## src/rtl/led_pkg.sv

```systemverilog
// Shared sizes and types for the LED PWM driver.
// The duty-step helper exists only when LED_PWM_FADE_EN is defined.
package led_pkg;
  localparam int LED_COUNT = 12;
  localparam int DUTY_W    = 4;
  localparam int PWM_STEPS = 16;

  typedef logic [DUTY_W:1]    duty_t;
  typedef logic [LED_COUNT:1] led_vec_t;

`ifdef LED_PWM_FADE_EN
  // Move one duty level toward the target, never overshooting it.
  function automatic duty_t step_toward(input duty_t cur, input duty_t tgt);
    if (cur < tgt)
      return duty_t'(cur + duty_t'(1));
    else if (cur > tgt)
      return duty_t'(cur - duty_t'(1));
    else
      return cur;
  endfunction
`endif
endpackage

```

## src/rtl/led_pwm_timebase.sv

```systemverilog
// PWM timebase: a prescaler that produces a step tick, and a 4-bit step counter
// whose 15->0 wrap marks the PWM period boundary.
module led_pwm_timebase
  import led_pkg::*;
#(
  parameter int PRESCALE = 16
) (
  input  logic          clk,
  input  logic          reset_n,
  output logic          tick,
  output logic          boundary,
  output logic [DUTY_W:1] pwm_cnt
);

  localparam int PW = (PRESCALE > 1) ? $clog2(PRESCALE) : 1;

  duty_t pwm_cnt_reg;

  generate
    if (PRESCALE == 1) begin : g_no_prescale
      assign tick = 1'b1;
    end else begin : g_prescale
      logic [PW-1:0] presc_reg;

      assign tick = (presc_reg == PW'(PRESCALE - 1));

      always_ff @(posedge clk or negedge reset_n) begin
        if (!reset_n)
          presc_reg <= '0;
        else if (tick)
          presc_reg <= '0;
        else
          presc_reg <= presc_reg + PW'(1);
      end
    end
  endgenerate

  always_ff @(posedge clk or negedge reset_n) begin
    if (!reset_n)
      pwm_cnt_reg <= '0;
    else if (tick)
      pwm_cnt_reg <= pwm_cnt_reg + duty_t'(1);
  end

  assign pwm_cnt  = pwm_cnt_reg;
  assign boundary = tick && (pwm_cnt_reg == duty_t'(PWM_STEPS - 1));

endmodule

```

## src/rtl/led_pwm_driver.sv

```systemverilog
// 12-LED PWM driver with double-buffered enable/duty values applied at period boundaries.
// Define LED_PWM_FADE_EN to ramp active duties by one level per period instead of jumping.
module led_pwm_driver
  import led_pkg::*;
#(
  parameter int PRESCALE = 16,
  parameter int SPLIT    = 6
) (
  input  logic                 clk,
  input  logic                 reset_n,
  input  logic                 load,
  input  logic [LED_COUNT:1]   vec_in,
  input  logic [DUTY_W:1]      duty1,
  input  logic [DUTY_W:1]      duty2,
  output logic [LED_COUNT:1]   led,
  output logic                 period_start,
  output logic                 pending
);

  logic     tick;
  logic     boundary;
  duty_t    pwm_cnt;

  led_vec_t shadow_vec_reg, act_vec_reg, led_reg;
  duty_t    shadow_d1_reg, shadow_d2_reg, act_d1_reg, act_d2_reg;
  logic     pending_reg, period_start_reg;

  led_vec_t tgt_vec, led_next;
  duty_t    tgt_d1, tgt_d2, next_d1, next_d2;
  logic     apply_now, settled;

  led_pwm_timebase #(.PRESCALE(PRESCALE)) u_timebase (
    .clk      (clk),
    .reset_n  (reset_n),
    .tick     (tick),
    .boundary (boundary),
    .pwm_cnt  (pwm_cnt)
  );

  // A load coinciding with the boundary bypasses the shadow and targets the inputs directly.
  assign tgt_vec   = load ? vec_in : shadow_vec_reg;
  assign tgt_d1    = load ? duty1  : shadow_d1_reg;
  assign tgt_d2    = load ? duty2  : shadow_d2_reg;
  assign apply_now = tick && boundary && (load || pending_reg);

`ifdef LED_PWM_FADE_EN
  assign next_d1 = step_toward(act_d1_reg, tgt_d1);
  assign next_d2 = step_toward(act_d2_reg, tgt_d2);
  assign settled = (next_d1 == tgt_d1) && (next_d2 == tgt_d2);
`else
  assign next_d1 = tgt_d1;
  assign next_d2 = tgt_d2;
  assign settled = 1'b1;
`endif

  always_ff @(posedge clk or negedge reset_n) begin
    if (!reset_n) begin
      shadow_vec_reg   <= '0;
      shadow_d1_reg    <= '0;
      shadow_d2_reg    <= '0;
      act_vec_reg      <= '0;
      act_d1_reg       <= '0;
      act_d2_reg       <= '0;
      pending_reg      <= 1'b0;
      period_start_reg <= 1'b0;
      led_reg          <= '0;
    end else begin
      period_start_reg <= boundary;
      led_reg          <= led_next;
      if (load) begin
        shadow_vec_reg <= vec_in;
        shadow_d1_reg  <= duty1;
        shadow_d2_reg  <= duty2;
      end
      if (apply_now) begin
        act_vec_reg <= tgt_vec;
        act_d1_reg  <= next_d1;
        act_d2_reg  <= next_d2;
        pending_reg <= !settled;
      end else if (load) begin
        pending_reg <= 1'b1;
      end
    end
  end

  genvar gi;
  generate
    for (gi = 1; gi <= LED_COUNT; gi++) begin : g_led
      if (gi <= SPLIT) begin : g_ch1
        assign led_next[gi] = act_vec_reg[gi] && (pwm_cnt < act_d1_reg);
      end else begin : g_ch2
        assign led_next[gi] = act_vec_reg[gi] && (pwm_cnt < act_d2_reg);
      end
    end
  endgenerate

  assign led          = led_reg;
  assign period_start = period_start_reg;
  assign pending      = pending_reg;

endmodule

```

## config.mk

```make
export PLATFORM = sky130hd
export DESIGN_NAME = led_pwm_driver
export DESIGN_NICKNAME = d
export VERILOG_FILES = /design/src/rtl/led_pkg.sv /design/src/rtl/led_pwm_timebase.sv /design/src/rtl/led_pwm_driver.sv
export SDC_FILE = /design/constraint.sdc
export NUM_CORES = 1
export LEC_CHECK = 0
export CAP_MARGIN = 20
export CORE_AREA = 5 5 80 82
export CTS_CLUSTER_SIZE = 14
export DETAILED_ROUTE_END_ITERATION = 8
export DIE_AREA = 0 0 85 87
export PLACE_DENSITY = 0.67
export SYNTH_ARGS = -nofsm -noshare
export SYNTH_HDL_FRONTEND = slang
export SYNTH_SLANG_ARGS = --single-unit
export TNS_END_PERCENT = 30
```

## constraint.sdc

```tcl
create_clock -name clk -period 3.4 [get_ports clk]
set_input_delay 0.51 -clock clk [delete_from_list [all_inputs] [get_ports clk]]
set_output_delay 0.51 -clock clk [all_outputs]
set_load 0.01 [all_outputs]
```

==> results.py <==
metrics = {
    "cts": {
        "cts_setup_buffers": 0,
        "clock_path_buffers": 2,
        "cts_tree": "yes",
        "clkSinkCount": 62,
        "cts-hold-fix-buffers": 0,
        "numCtsBuffers": 9,
        "clock_latency_ps": 320,
        "cts_resized": 0,
        "cts-root-buf": "clkbuf_8",
        "path_clk_slew_ps": 60,
        "htreeDepth": 3,
    },
    "global_route": {
        "antenna_found_initial": 0,
        "gr-total-overflow": 0,
        "track_usage_pct": 12.4,
        "first_global_vias": 1512,
        "grt_start_max_net_pins": 43,
        "grt_pass1_wl_um": 7020,
    },
    "route": {
        "drt-initial-drc-count": 23,
        "drt-total-wl_um": 4050,
        "drc": 0,
        "ant_nets": 0,
        "vias_per_cell": 4.77,
        "via_count": 1430,
        "routedWlPerCell_um": 13.5,
        "first_pass_iters": 4,
    },
    "placement": {
        "io_buffers": 36,
        "dp_cells": 284,
        "place_hpwl_um": 2870,
        "gp_congestion": 0.725,
        "dp_slack_ps": 1160,
    },
    "power": {
        "comb_power_share_pct": 7.4,
        "p_per_area_nw_per_um2": 479,
        "pwr-share-seq_pct": 53.4,
        "power_frac_clock_pct": 39.2,
        "switchingPower_w": 0.000307,
        "p_int_w": 0.00116,
        "switching_share_pct": 20.9,
        "ir_drop_mv": 0.259,
        "p_leak_nw": 1.36,
    },
    "critical_path": {
        "worst_ep_arrival_time_ps": 2280,
        "rrSetupSlack_ps": 1320,
        "rr_endpoint": "act_vec_reg[10]$_DFFE_PN0P_",
        "path_max_fanout": 12,
        "start_kind": "flip-flop",
        "endpoint_kind": "flip-flop",
        "critPathKind": "flip-flop to flip-flop",
        "reg2reg_depth": 5,
        "worstPathRequired_ps": 3600,
        "r2r-start": "u_timebase.g_prescale.presc_reg[0]$_DFF_PN0_",
    },
    "hold_path": {
        "hold_class": "primary input to asynchronous set/reset pin",
    },
    "synth": {
        "synthesis.nets": 207,
        "postSynthCellCount": 176,
        "ys_warn_count": 0,
        "netlist_area_um2": 2450,
        "yosysUniqueCellTypes": 21,
        "ys_ff_latch": 62,
        "syn_area_per_cell_um2": 13.9,
        "ys_seq_area_share_pct": 63.2,
    },
    "sta": {
        "relSlewSlack_pct": 65.9,
        "fin_tns_setup_ps": 0,
        "post-route-min-period_ps": 2080,
        "setup_ws_ps": 1320,
        "hold_violations": 0,
        "drv_slew": 0,
        "worstMarginPinSlew_ps": 512,
        "period_share_pct": 61.1,
        "fmax_mhz": 481,
        "finalSetupViolCount": 0,
        "skew_ps": 7.00,
        "rsz0062_at_grt": "no",
    },
    "die": {
        "fp.dieW_um": 85,
        "die_area_um2": 7400,
        "die_h_um": 87,
        "initial_core_util_pct": 43.2,
        "rows": 28,
        "pin_count": 37,
        "coreArea_um2": 5680,
    },
    "flow_run": {
        "maxCapViolations": 0,
    },
    "cells_and_area": {
        "seq_area_um2": 1550,
        "multi_input_area_um2": 836,
        "fin_util_pct": 54.0,
        "layout-drive-gt1-share_pct": 26.2,
        "fin_nets": 251,
        "fin_cells": 300,
        "fillers": 501,
        "syn_to_final_growth_pct": 24.9,
        "antenna_cells": 0,
        "layout_commonest_cell": "dfrtp_1",
        "mostFrequentLayoutCells": "dfrtp_1, mux2_2, clkdlybuf4s50_1",
    },
    "run_status": {
        "status": "finished, final reports clean",
    },
}
power by group through the flow:
stage	Clock [W]	Sequential [W]	Combinational, W
after global placement	0	0.000796	0.000109
final	0.000575	0.000784	0.000108
after global routing	0.000628	0.000787	0.000121
after detailed placement	0	0.000798	0.000111
after CTS	0.000594	0.000784	0.000111
after floorplan	0	0.000797	0.0000515
stage by stage:
step	instance area (µm²)	hold WS, ps	power (W)
2_1_floorplan	2450	214	0.000848
3_3_place_gp	2890	475	0.000906
3_5_place_dp	2890	479	0.000909
4_1_cts	3070	141	0.00149
5_1_grt	3070	165	0.00154
6_report	3070	140	0.00147
routing by layer:
metal | vias up | share of wire (%) | track usage (%)
met4 | 0 | 1.6 | 6.91
li1 | 687 | - | -
met2 | 34 | 46 | 18.7
met5 | - | 0 | 0
met1 | 702 | 47 | 16.3
met3 | 7 | 4.9 | 3.50
cell type report:
| class | count | share of cell area, % |
|---|---|---|
| clock buffers | 16 | 5.88 |
| multi-input cells | 101 | 27.3 |
| flip-flops and latches | 62 | 50.6 |
| well taps | 75 | 3.06 |
| repair buffers | 39 | 12.3 |
| inverters | 7 | 0.857 |
critical path: stages, from the launching register on:
cell	delay, ps
dfrtp_1	390
ha_1	260
nand3_2	170
nor3_4	470
buf_4	300
mux2_2	350
cell usage after synthesis:
cell	instances	area, µm²
nand3_1	2	10.0
xor2_1	1	8.76
nand3_2	1	10.0
mux2_2	40	450
o21ai_0	2	10.0
nand2b_1	2	12.5
buf_1	2	7.51
xnor2_1	3	26.3
ha_1	8	100
and2_1	2	12.5
and3_2	1	7.51
buf_2	2	10.0
a21o_1	2	15.0
dfrtp_1	62	1550
nand2_1	16	60.1
buf_6	2	22.5
nor2_1	4	15.0
nor3_4	1	16.3
inv_1	7	26.3
a21oi_1	15	75.1
nand4_1	1	6.26
how the worst max path moves through the flow:
| stage | to | cells past startpoint | startpoint | slack (ps) |
|---|---|---|---|---|
| 2_1_floorplan | act_d1_reg[0]$_DFFE_PN0P_ | 5 | u_timebase.g_prescale.presc_reg[0]$_DFF_PN0_ | 1830 |
| 3_3_place_gp | act_vec_reg[4]$_DFFE_PN0P_ | 5 | load | 1190 |
| 3_5_place_dp | act_vec_reg[11]$_DFFE_PN0P_ | 5 | load | 1160 |
| 4_1_cts | act_vec_reg[10]$_DFFE_PN0P_ | 5 | u_timebase.g_prescale.presc_reg[0]$_DFF_PN0_ | 1310 |
| 5_1_grt | act_vec_reg[7]$_DFFE_PN0P_ | 5 | u_timebase.g_prescale.presc_reg[0]$_DFF_PN0_ | 1180 |
| 6_report | act_vec_reg[10]$_DFFE_PN0P_ | 5 | u_timebase.g_prescale.presc_reg[0]$_DFF_PN0_ | 1320 |
kinds of logic (layout without fill, tap and decap cells):
group,count (synthesis),after routing,share of synthesized area (%)
adders and majority gates,8,8,4.08
DFF,62,62,63.2
and+or+nand+nor,30,30,6.12
xor gates and xnor gates,4,4,1.43
muxes,40,40,18.4
AOI/OAI and AO/OA,19,19,4.08
buffers and inverters,13,62,2.70
Power figures use the tool's default switching activity.
